## config.mk

```make
export PLATFORM = sky130hd
export DESIGN_NAME = axi4l_wr_arbiter
export DESIGN_NICKNAME = d
export VERILOG_FILES = /design/src/rtl/axi4l_wr_arbiter.sv
export SDC_FILE = /design/constraint.sdc
export NUM_CORES = 1
export LEC_CHECK = 0
export ABC_AREA = 1
export CORE_ASPECT_RATIO = 0.6
export CORE_MARGIN = 10
export CORE_UTILIZATION = 40
export CTS_BUF_LIST = sky130_fd_sc_hd__clkbuf_4
export DETAILED_ROUTE_END_ITERATION = 10
export PLACE_DENSITY = 0.83
export SLEW_MARGIN = 20
export SYNTH_ARGS = -nofsm -noshare
export SYNTH_HDL_FRONTEND = slang
export SYNTH_SLANG_ARGS = --single-unit
```

## constraint.sdc

```tcl
create_clock -name ACLK -period 2 [get_ports ACLK]
set_clock_uncertainty 0.05 [all_clocks]
set_input_delay 0.4 -clock ACLK [delete_from_list [all_inputs] [get_ports ACLK]]
set_output_delay 0.4 -clock ACLK [all_outputs]
set_load 0.005 [all_outputs]
```

## src/rtl/axi4l_wr_arbiter.sv

```systemverilog
// Two-requester round-robin AXI4-Lite write sequencer with one transaction outstanding.
// Optional watchdog: define AXIL_WR_TIMEOUT_EN to abort stalled transactions with SLVERR.
module axi4l_wr_arbiter #(
  parameter int ADDR_WIDTH     = 32,
  parameter int DATA_WIDTH     = 32,
  parameter int TIMEOUT_CYCLES = 256
) (
  input  logic                    ACLK,
  input  logic                    ARESETn,
  input  logic [1:0]              req_valid,
  input  logic [2*ADDR_WIDTH-1:0] req_addr,
  input  logic [2*DATA_WIDTH-1:0] req_data,
  output logic [1:0]              req_ready,
  output logic [1:0]              req_done,
  output logic [1:0]              req_resp,
  output logic                    busy,
  output logic [ADDR_WIDTH-1:0]   AWADDR,
  output logic                    AWVALID,
  input  logic                    AWREADY,
  output logic [DATA_WIDTH-1:0]   WDATA,
  output logic                    WVALID,
  input  logic                    WREADY,
  input  logic [1:0]              BRESP,
  input  logic                    BVALID,
  output logic                    BREADY
);
  // state     | meaning
  // IDLE      | no transaction; a pending request is granted here
  // ADDR_DATA | AW and W presented, handshakes tracked independently
  // RESP      | BREADY high, waiting for BVALID
  // DONE      | one-cycle req_done/req_resp to the granted requester
  typedef enum logic [1:0] {IDLE = 2'd0, ADDR_DATA = 2'd1, RESP = 2'd2, DONE = 2'd3} state_e;

  state_e                state_q, state_d;
  logic                  ptr_q, gnt_q;
  logic                  awvalid_q, wvalid_q, bready_q;
  logic                  aw_done_q, w_done_q;
  logic [ADDR_WIDTH-1:0] awaddr_q;
  logic [DATA_WIDTH-1:0] wdata_q;
  logic [1:0]            resp_q;
  logic                  grant_req, gnt_idx;
  logic                  aw_hs, w_hs, aw_ok, w_ok, b_hs, to_hit;

  // Reset is folded in so the combinational grant cannot pulse while held in reset.
  assign grant_req = ARESETn && (state_q == IDLE) && (|req_valid);
  assign gnt_idx   = req_valid[ptr_q] ? ptr_q : ~ptr_q;
  assign aw_hs     = awvalid_q && AWREADY;
  assign w_hs      = wvalid_q && WREADY;
  assign aw_ok     = aw_done_q || aw_hs;
  assign w_ok      = w_done_q || w_hs;
  assign b_hs      = bready_q && BVALID;

`ifdef AXIL_WR_TIMEOUT_EN
  localparam int CW = $clog2(TIMEOUT_CYCLES + 1);
  logic [CW-1:0] cnt_q;

  always_ff @(posedge ACLK or negedge ARESETn) begin
    if (!ARESETn)
      cnt_q <= '0;
    else if (state_q == ADDR_DATA || state_q == RESP)
      cnt_q <= cnt_q + 1'b1;
    else
      cnt_q <= '0;
  end

  assign to_hit = (state_q == ADDR_DATA || state_q == RESP) && (cnt_q == CW'(TIMEOUT_CYCLES - 1));
`else
  assign to_hit = 1'b0;
`endif

  always_ff @(posedge ACLK or negedge ARESETn) begin
    if (!ARESETn) state_q <= IDLE;
    else          state_q <= state_d;
  end

  always_comb begin
    state_d = state_q;
    case (state_q)
      IDLE:      if (grant_req) state_d = ADDR_DATA;
      ADDR_DATA: if (to_hit) state_d = DONE;
                 else if (aw_ok && w_ok) state_d = RESP;
      RESP:      if (b_hs || to_hit) state_d = DONE;
      DONE:      state_d = IDLE;
      default:   state_d = IDLE;
    endcase
  end

  always_ff @(posedge ACLK or negedge ARESETn) begin
    if (!ARESETn) begin
      ptr_q     <= 1'b0;
      gnt_q     <= 1'b0;
      awvalid_q <= 1'b0;
      wvalid_q  <= 1'b0;
      bready_q  <= 1'b0;
      aw_done_q <= 1'b0;
      w_done_q  <= 1'b0;
      awaddr_q  <= '0;
      wdata_q   <= '0;
      resp_q    <= 2'b00;
    end else begin
      case (state_q)
        IDLE: if (grant_req) begin
          gnt_q     <= gnt_idx;
          awaddr_q  <= gnt_idx ? req_addr[2*ADDR_WIDTH-1:ADDR_WIDTH] : req_addr[ADDR_WIDTH-1:0];
          wdata_q   <= gnt_idx ? req_data[2*DATA_WIDTH-1:DATA_WIDTH] : req_data[DATA_WIDTH-1:0];
          awvalid_q <= 1'b1;
          wvalid_q  <= 1'b1;
          aw_done_q <= 1'b0;
          w_done_q  <= 1'b0;
        end
        ADDR_DATA: if (to_hit) begin
          awvalid_q <= 1'b0;
          wvalid_q  <= 1'b0;
          resp_q    <= 2'b10;
        end else begin
          if (aw_hs) begin
            awvalid_q <= 1'b0;
            aw_done_q <= 1'b1;
          end
          if (w_hs) begin
            wvalid_q <= 1'b0;
            w_done_q <= 1'b1;
          end
          if (aw_ok && w_ok) bready_q <= 1'b1;
        end
        // A genuine response in the watchdog's last cycle is reported as-is.
        RESP: if (b_hs) begin
          resp_q   <= BRESP;
          bready_q <= 1'b0;
        end else if (to_hit) begin
          resp_q   <= 2'b10;
          bready_q <= 1'b0;
        end
        DONE: ptr_q <= ~gnt_q;
        default: ;
      endcase
    end
  end

  always_comb begin
    req_ready = 2'b00;
    req_done  = 2'b00;
    req_resp  = 2'b00;
    busy      = (state_q != IDLE);
    if (grant_req) begin
      req_ready[gnt_idx] = 1'b1;
      busy               = 1'b1;
    end
    if (state_q == DONE) begin
      req_done[gnt_q] = 1'b1;
      req_resp        = resp_q;
    end
  end

  assign AWADDR  = awaddr_q;
  assign WDATA   = wdata_q;
  assign AWVALID = awvalid_q;
  assign WVALID  = wvalid_q;
  assign BREADY  = bready_q;

endmodule
```

Word-level counts from Yosys, hierarchy flattened:

Cells that the tools add are included.

* flip-flop bits (word level): 75
* input port bits: 137
* output and inout port bits: 74

* magnitude comparators: 5
* eq/ne operators: 8
* muxes and demuxes: 30
* bitwise gates (word level): 2
* reduce and logical (&&, ||, !) cells: 21

Operator list (number)
* 32-bit 2-to-1 mux: 2
* 1-bit 2-to-1 mux: 14
* 2-bit 2-to-1 mux: 6
* 3-bit AND reduction: 4
* 2-bit != test, second input constant: 5
* 1-bit case mux with 2 select lines: 5
* 1-bit logical AND: 8
* 2-bit case mux with 4 select lines: 1
* 1-bit by 2-bit less-than comparator with 1-bit output, second input constant: 3
* 2-bit nonzero test: 3
* 2-bit equality test, second input constant: 2
* 2-bit AND reduction: 2
* 1-bit demux with 1-bit select: 2
* 2-bit by 1-bit equality test with 1-bit output, second input constant: 1
* 1-bit >= comparator, second input constant: 2
* 2-bit zero test: 1
* 1-bit logical OR: 2
* 1-bit inverter: 2
* 2-bit OR reduction: 1

Longest topological paths before layout:

* word-level depth: 8
* gate-level depth with buffers: 10
* depth with buffers taken out: 9

Worst setup path after synthesis:

OpenSTA, ideal clock, no wires.

* path type: flip-flop to output port
* start point: register state_q[0]
* end point: output port req_ready[1]
* arrival: 1.196 ns
* setup slack: 0.354 ns
* cell stages (with the launch flop): 8
* path buffers: 1
* cell sequence: dfrtp_1 -> inv_1 -> ha_1 -> nand2_1 -> inv_2 -> nand2_4 -> a21oi_2 -> buf_2

* longest elaborated chain between the ends: 4

Ends and longest elaborated chain
* from (decl): line 34 `state_e state_q, state_d;`
* from (signal assigned): line 73 `else state_q <= state_d;`
* 2-bit zero test: line 45 `assign grant_req = ARESETn && (state_q == IDLE) && (|req_valid);`
* 1-bit logical AND (2 in series): line 45
* 2-bit 2-to-1 mux: line 145 `if (grant_req) begin`
* to (decl): line 13 `output logic [1:0] req_ready,`

No other way between the ends.

Final worst setup path:

* start point: register state_q[0]
* end point: output port req_done[0]

* longest elaborated chain between the ends: 2

Ends and longest elaborated chain
* 2-bit equality test: line 149 `if (state_q == DONE) begin`
* 2-bit 2-to-1 mux: line 149
* to (decl): line 14 `output logic [1:0] req_done,`

No other way between the ends.

==> impl_metrics.toml <==
[synth]
synth_mux_area_frac = 0.00591
synthSimpleGateAreaFrac = 0.410
yosys.area_share.adder = 0.0164
synth_xor_xnor_area_share = 0
ys_types = 23
yosysWarnings = 0
ys_top_cells_by_area = "dfrtp_1, nand2_1, nand3_2, nand2_2, nand3_1"
synth_top_area_cell = "dfrtp_1"
ys_seq_area_frac = 0.493
synth_area_um2 = 3810
synth_top_area_frac = 0.493
synth_nets = 575
ys_seq_elements = 75
syn_area_per_cell_um2 = 8.80
syn_inst = 433
synth_top_family_by_area = "simple AND/OR/NAND/NOR gates"
synth-compound-area-share = 0.00624

[setup_path]
crit_fanout = 5
cp.required_ns = 1.55
r2r_setup_slack_ns = 0.13
endpoint_kind = "output port"
crit_family = "buffers and inverters"
reg2reg_depth = 10
cpMaxStageDelayCell = "dfrtp_1"
r2r_end = "WDATA[15]"
cp-start-kind = "register"
regToRegStartpoint = "state_q[0]"
critPathBufInv = 3
arrival_ns = 1.55
path_cells = "buf_4 -> ha_4 -> nand2_1 -> inv_1 -> dlygate4sd2_1"
cpPeakStageDelay_ns = 0.41
path_class = "register to output port"

[place]
place_inst = 763
hpwlAfterDp_um = 10000
io_buffers = 210
place.gp.congestion = 0.809

[grt]
grt_max_degree = 76
grt_pass1_vias = 3850
gr-total-overflow = 0
antenna_found_initial = 0
grt.total_usage = 0.183
grt_pass1_wl_um = 20500

[cells_and_area]
final_cell_mix = "clkdlybuf4s50_1, nand2_1, dfrtp_1"
num-fill-cells = 734
final_common_cell = "clkdlybuf4s50_1"
area_growth_pct = 62.0
instances_no_fill = 778
drive_gt1_frac = 0.190
n_antenna_cell = 0
nNetsFinal = 786

[floorplan]
dieHeight_um = 95.6
die_area_um2 = 14000
placementRows = 27
dieWidth_um = 146
start_util = 0.413
core-area_um2 = 9220
top_level_ports = 211

[sta]
timing.final.crit_share = 0.998
rsz0062_at_grt = "yes"
clock.fmax_mhz = 501
slew-limit-headroom = 0.342
hold_viol = 0
worstMarginPinSlew_ns = 0.987
slew_violations = 0
min_period_ns = 2.00
finalSetupViolCount = 0

[status]
status = "finished clean"

[clocking]
clkLatencyLatePin_ns = 0.42
tritoncts = "done"
cts.clk_slew.worst_paths_ns = 0.13
cts.sinks = 75
clk_path_buf_depth = 2
cts_buffers = 9
h-tree-depth = 3
cts_root_buffer = "clkbuf_4"
cts_hold_buf = 0
cts_setup_buffers = 0

[route]
remaining_drc_errors = 0
drtIter0Drc = 91
viasPerCell = 4.70
wire_per_inst_um = 16.9
firstDrtPassIters = 4
wirelength_um = 13200
vias = 3658
postRouteAntennaNets = 0

[pwr]
switching_power_w = 0.00261
p_seq_frac = 0.350
ir_worst_vdd_mv = 0.573
p_leak_nw = 2.94
power_w = 0.00747
combPwrFrac = 0.508
power_density_nw_per_um2 = 1210
clkPwrFrac = 0.142
intPower_w = 0.00486
switching_share = 0.350

[hold_path]
hold_class = "input port to async pin"

[job]
drv_cap = 0
layout make-up:
class / instances / area, µm² / area share
timing repair buffer: 222 / 2200 / 0.357
sequential: 75 / 1880 / 0.304
multi-input combinational: 319 / 1710 / 0.277
tap: 130 / 163 / 0.0264
clock inverter: 5 / 78.8 / 0.0128
clock buffer: 10 / 75.1 / 0.0122
inverter: 17 / 63.8 / 0.0103
worst max path at each step:
| stage | startpoint | end | slack (ns) | cells past startpoint |
|---|---|---|---|---|
| after CTS | state_q[0] | busy | -0.09 | 7 |
| after global routing | state_q[0] | req_ready[1] | -0.08 | 7 |
| final | state_q[0] | req_done[0] | 0.005 | 5 |
| after floorplan | state_q[0] | req_ready[1] | 0.35 | 7 |
| after detailed placement | req_valid[0] | w_done_q | -0.30 | 9 |
| after global placement | req_valid[0] | req_ready[0] | -0.24 | 6 |
power by group through the flow:
stage | clock (W) | sequential (W) | combinational, W
6_report | 0.00106 | 0.00262 | 0.00380
4_1_cts | 0.00109 | 0.00262 | 0.00383
3_5_place_dp | 0 | 0.00264 | 0.00382
3_3_place_gp | 0 | 0.00259 | 0.00370
2_1_floorplan | 0 | 0.00265 | 0.00165
5_1_grt | 0.00114 | 0.00271 | 0.00419
logic make-up after synthesis:
group / Yosys count
AO/OA/AOI/OAI: 4
adder cells (fa/ha/maj): 5
buffers and inverters: 39
flip-flops: 75
multiplexers: 2
AND/OR/NAND/NOR: 308
Yosys cell counts, drive strengths merged:
| library cell | count |
|---|---|
| nand2 | 231 |
| dfrtp | 75 |
| nand3 | 72 |
| buf | 21 |
| inv | 17 |
| ha | 5 |
| nor2 | 3 |
| a21oi | 2 |
| mux2 | 2 |
| o21ai | 2 |
| clkbuf | 1 |
| nand4 | 1 |
| or2 | 1 |
sequential cells by signal, indices dropped and copies added (netlist names):
signal / cells
aw_done_q: 1
state_q: 2
AWADDR: 32
ptr_q: 1
WVALID: 1
AWVALID: 1
WDATA: 32
BREADY: 1
resp_q: 2
w_done_q: 1
gnt_q: 1
metrics by stage:
step / util / cell area [µm²] / hold slack [ns] / setup slack (ns) / setup TNS, ns
global route: 0.669 / 6170 / 0.215 / -0.0816 / -0.271
CTS: 0.666 / 6140 / 0.179 / -0.0939 / -0.368
floorplan: - / 3810 / 0.0544 / 0.354 / 0
detailed placement: 0.649 / 5980 / 0.417 / -0.302 / -14.01
global placement: 0.649 / 5980 / 0.410 / -0.236 / -13.04
finish: 0.669 / 6170 / 0.144 / 0.00484 / 0
per-layer routing:
metal / up-vias / GRT usage / share of wire
met5: - / 0 / 0
met1: 1712 / 0.210 / 0.41
li1: 1775 / - / -
met3: 12 / 0.0879 / 0.10
met4: 0 / 0.0506 / 0.011
met2: 159 / 0.303 / 0.48
repair_timing:
| action | in CTS | in global routing |
|---|---|---|
| hold endpoints to repair | 0 | 0 |
| pin swaps | 1 | 2 |
| gates resized for setup | 18 | 14 |
| endpoints found under the setup margin | 11 | 75 |
worst register-to-register path: stages (launching register included):
cell and delay [ns]:
dfrtp_1 0.41, inv_2 0.09, ha_4 0.15, nand2_2 0.05, inv_2 0.06, nand2_4 0.08, a21oi_4 0.15, buf_6 0.26
buf_12 0.29, nand2_1 0.13, nand3_1 0.09
Power figures use the tool's default switching activity.
==> RTL edit 1 (same flow settings) <==
The option `AXIL_WR_TIMEOUT_EN` is turned on by a define.
--- a/src/rtl/axi4l_wr_arbiter.sv
+++ b/src/rtl/axi4l_wr_arbiter.sv
@@ -2,2 +2,4 @@
 // Optional watchdog: define AXIL_WR_TIMEOUT_EN to abort stalled transactions with SLVERR.
+`define AXIL_WR_TIMEOUT_EN
+
 module axi4l_wr_arbiter #(
Function: no difference found for any inputs over 10 cycles, from zero or initial values and one cycle with ARESETn low; that may be too few to reach the edited logic, so the function may still have changed.
==> RTL edit 1 against the original RTL <==
  * The run now ends with setup timing left
  * Area after synthesis increased by 3.8%
  * Via count increased by 14%
  * Highest routed layer unchanged
  * Setup slack got worse by 0.062 ns
  * Sequential cell count increased by 9
  * Final cell count increased by 9.4%
  * Final area increased by 5.2%
  * Routed wire length increased by 9.1%
  * Total power increased by 6.2%
==> RTL edit 1: results (changes against the original RTL) <==
Leakage -> 0.00302 uW (+2.8%)
post-synthesis mux area share -> 0 (-0.00591)
Int Pwr -> 5060 uW (+4.2%)
cell family with the largest share of critical-path delay -> flip-flops
post-DP HPWL -> 10800 um (+7.4%)
Iteration-0 DRC Markers -> 163 (+79%)
Nets -> 861 (+9.5%)
Synth Area in Compound Gates -> 0.0231 (+0.0169)
met2 WL -> 6710 um (+6.3%)
first-pass GRT wire length -> 22400 um (+9.3%)
library cells used by synthesis -> 20 (-13%)
Main synth FF type -> dfrtp_1
met1 Use GR -> 0.236 (+0.0262)
layout cells sized above 1 -> 0.126 (-0.0636)
largest net degree at the start of global routing -> 85 (+12%)
final setup fails -> 1 (+1)
post-synthesis sequential area ratio -> 0.531 (+0.0387)
M3 GR Usage -> 0.0682 (-0.0197)
CP startpoint -> state_q[1]
Via Count -> 4158 (+14%)
initial antenna violation count -> 0 (unchanged)
Worst Setup EP -> req_ready[0]
max cap viols -> 0 (unchanged)
synth top area cells -> dfrtp_1 53%, nand2_1 21%, nand3_1 9.1%
adder-cell share of the synthesized area -> 0.0221 (+0.00572)
reg-to-reg setup timing slack -> 0.05 ns (-0.08 ns)
total wire length -> 14300 um (+9.1%)
critical path arrival -> 1.61 ns (+0.06 ns)
status -> complete, but fails checks
Peak supply drop -> 576 uV (+0.47%)
failing checks -> setup timing
Routability Congestion -> 0.847 (+4.7%)
M2 GR Usage -> 0.306 (+0.00288)
Final WS setup -> -0.0576 ns (-0.0624 ns)
Total GRT Usage -> 0.191 (+0.00824)
syn nets -> 636 (+11%)
R2R cell count -> 11 (+1)
most frequent cells after synthesis -> 218 x nand2_1, 84 x dfrtp_1, 72 x nand3_1
DRT met1 WL -> 6250 um (+16%)
Crit Reg-Reg Endpoint -> WDATA[8]
First-pass DRT Iterations -> 5 (+1)
metal3 WL -> 1130 um (-15%)
[RTL edit 1: changes by cell type after synthesis, moves of 4 or more]
cell | before | now
nor2_1 | 2 | 19
inv_1 | 16 | 25
nand2_2 | 40 | 20
o21ai_0 | 2 | 9
dfrtp_1 | 75 | 84
buf_12 | 4 | 0
nand3_2 | 39 | 0
nand2_1 | 190 | 218
nand3_1 | 33 | 72
buf_6 | 1 | 5
a21oi_1 | 1 | 7
[RTL edit 1: area by class of cell]
cell class                 count  area [um2]
clock buffer                  10        75.1
clock inverter                 5        53.8
inverter                      26         100
fill                         723        2900
tap                          130         163
sequential                    84        2100
multi-input combinational    360        1680
timing repair buffer         236        2320
[RTL edit 1: repair_timing]
| item | 4_1_cts | 5_1_grt |
|---|---|---|
| hold endpoints to repair | 0 | 0 |
| pin swaps | 3 | 10 |
| gates cloned | 0 | 0 |
| gates resized for setup | 39 | 19 |
| setup endpoints to repair | 46 | 43 |
| setup buffers | 5 | 5 |
[RTL edit 1: power groups by stage]
| stage | Sequential [uW] | Combinational, uW | Clock (uW) |
|---|---|---|---|
| detailed placement | 2860 | 3920 | 0 |
| floorplan | 2890 | 1600 | 0 |
| CTS | 2830 | 4060 | 987 |
| global route | 2930 | 4550 | 1050 |
| global placement | 2820 | 3800 | 0 |
| finish | 2840 | 4130 | 962 |
[RTL edit 1: metrics by stage]
stage               hold WS [ns]  instances  TNS, ns  setup WS (ns)   util
detailed placement         0.412        827   -12.38         -0.235  0.661
global placement           0.392        827    -8.33         -0.198  0.661
global route               0.122        851   -0.582         -0.135  0.691
CTS                        0.246        846  -0.0619        -0.0619  0.681
finish                    0.0749        851  -0.0576        -0.0576  0.691
floorplan                 0.0544        492        0          0.235      -
==> RTL edit 2 (config.mk and constraints unchanged) <==
Made on the original files. The 4 states of `state_e` get a one-hot encoding in 4 bits.
--- a/src/rtl/axi4l_wr_arbiter.sv
+++ b/src/rtl/axi4l_wr_arbiter.sv
@@ -31,3 +31,3 @@
   // DONE      | one-cycle req_done/req_resp to the granted requester
-  typedef enum logic [1:0] {IDLE = 2'd0, ADDR_DATA = 2'd1, RESP = 2'd2, DONE = 2'd3} state_e;
+  typedef enum logic [3:0] {IDLE = 4'b0001, ADDR_DATA = 4'b0010, RESP = 4'b0100, DONE = 4'b1000} state_e;
 
Behaviour: same outputs for any inputs over 10 cycles, from zero or initial values and one cycle with ARESETn low; not proved beyond that.
==> RTL edit 2 against the original RTL <==
  * The run now ends with setup timing left
  * Critical path depth up 3
  * Routed wire length up 9.8%
  * Sequential cell count up 2
  * Sequential power up 2%
  * Setup slack worse by 0.11 ns
  * Total power up 4.1%
  * Area after synthesis up 4.0%
  * Final area up 4.8%
  * Final cell count up 19%
  * Non-clock buffer count up 19
==> RTL edit 2: results (changes against the original RTL) <==
status -> complete, but fails checks
failing checks -> setup timing
Leakage -> 0.00332 uW (+13%)
adder-cell share of the synthesized area -> 0 (-0.0164)
routed len/inst -> 15.5 um (-8.0%)
crit path max fanout -> 2 (-3)
Tightest Pin Transition -> 0.704 ns (-0.282 ns)
Routability Congestion -> 0.839 (+3.7%)
largest net degree at the start of global routing -> 68 (-11%)
syn nets -> 710 (+23%)
most frequent cells after synthesis -> 356 x nand2_1, 76 x dfrtp_1, 71 x nand3_1
post-DP HPWL -> 10600 um (+5.3%)
first-pass GRT wire length -> 23400 um (+14%)
post-DR vias/cell -> 4.71 (+0.18%)
synth top area cells -> dfrtp_1 48%, nand2_1 34%, nand3_1 9.0%
Final WS setup -> -0.108 ns (-0.112 ns)
synthesized instance count -> 573 (+32%)
First-pass DRT Iterations -> 5 (+1)
worst min path class -> flop to flop
total wire length -> 14400 um (+9.8%)
cell area after placement -> 6150 um2 (+2.7%)
CTS clock-pin slew for the worst setup and hold paths -> 0.11 ns (-0.02 ns)
Nets -> 927 (+18%)
DP Cell Count -> 897 (+18%)
input/output buffers -> 210 (unchanged)
pre-CTS setup slack -> -0.308 ns (-0.00678 ns)
Flop pwr share -> 0.342 (-0.008)
met1 Use GR -> 0.238 (+0.0277)
final setup fails -> 4 (+4)
R2R cell count -> 12 (+2)
post-synthesis mux area share -> 0 (-0.00591)
Synth Area in Compound Gates -> 0.00758 (+0.00134)
M2 GR Usage -> 0.310 (+0.00737)
post-synthesis sequential area ratio -> 0.487 (-0.00604)
Worst path slowest cell -> dfstp_2
Comb pwr share -> 0.558 (+0.050)
cell family with the largest share of critical-path delay -> flip-flops
total net switching power -> 3010 uW (+15%)
layout cells sized above 1 -> 0.0995 (-0.0903)
critical path arrival -> 1.66 ns (+0.11 ns)
H-tree Lvls -> 3 (unchanged)
Peak supply drop -> 606 uV (+5.7%)
M3 GR Usage -> 0.0981 (+0.0102)
Total GRT Usage -> 0.199 (+0.0163)
Max stage delay on crit path -> 0.56 ns (+0.15 ns)
Iteration-0 DRC Markers -> 239 (+160%)
vias in the first global route -> 4395 (+14%)
CP startpoint -> state_q[0]
library cells used by synthesis -> 17 (-26%)
## RTL edit 2: cell count changes in the layout (fill, tap and decap cells not counted), sizes merged, moves of 2 or more
cell	delta
nor2	+11
ha	-5
inv	-5
dlygate4sd2	-3
a21oi	-2
mux2	-2
o21ai	+4
bufinv	-2
nand2	+125
clkinvlp	-2
clkinv	+2
buf	+24
## RTL edit 2: routing by layer
layer | part of all wire | wire (um) | vias up
li1 | - | - | 2199
met1 | 0.42 | 6020 | 1967
met2 | 0.45 | 6530 | 189
met3 | 0.12 | 1670 | 21
met4 | 0.016 | 226 | 0
met5 | 0 | 0 | -
## RTL edit 2: stage by stage
stage	TNS, ns	utilization	total power (uW)
floorplan	0	-	4460
global placement	-10.43	0.629	6440
detailed placement	-14.25	0.629	6620
CTS	-0.961	0.651	7610
global route	-0.756	0.662	8490
finish	-0.268	0.662	7780
## RTL edit 2: timing repair
item                                   CTS  global route
setup buffers                           11             8
gates resized for setup                 28            34
pin swaps                                4             9
hold buffers                             1             0
setup endpoints to repair                7            15
endpoints found under the hold margin   36             0
## RTL edit 2: path summary, 6_finish.rpt
path	endpoint	slack, ns
min reg2reg	AWADDR[8]	0.44
min	AWADDR[8]	0.44
max in group asynchronous	state_q[1]	0.44
max	req_ready[0]	-0.11
min in group asynchronous	WDATA[18]	0.54
max reg2reg	w_done_q	0.05
## RTL edit 2: final cells by class
cell class	instances	area (um2)
timing repair buffer	241	2330
fill	789	3310
tap	135	169
clock inverter	3	13.8
clock buffer	12	90.1
multi-input combinational	449	1890
inverter	12	47.5
sequential	77	1930
## RTL edit 2: kinds of logic (layout without fill, tap and decap cells)
logic type	Yosys count	count (layout)
simple gates	443	443
buf+inv	47	268
flops	77	77
compound gates	6	6
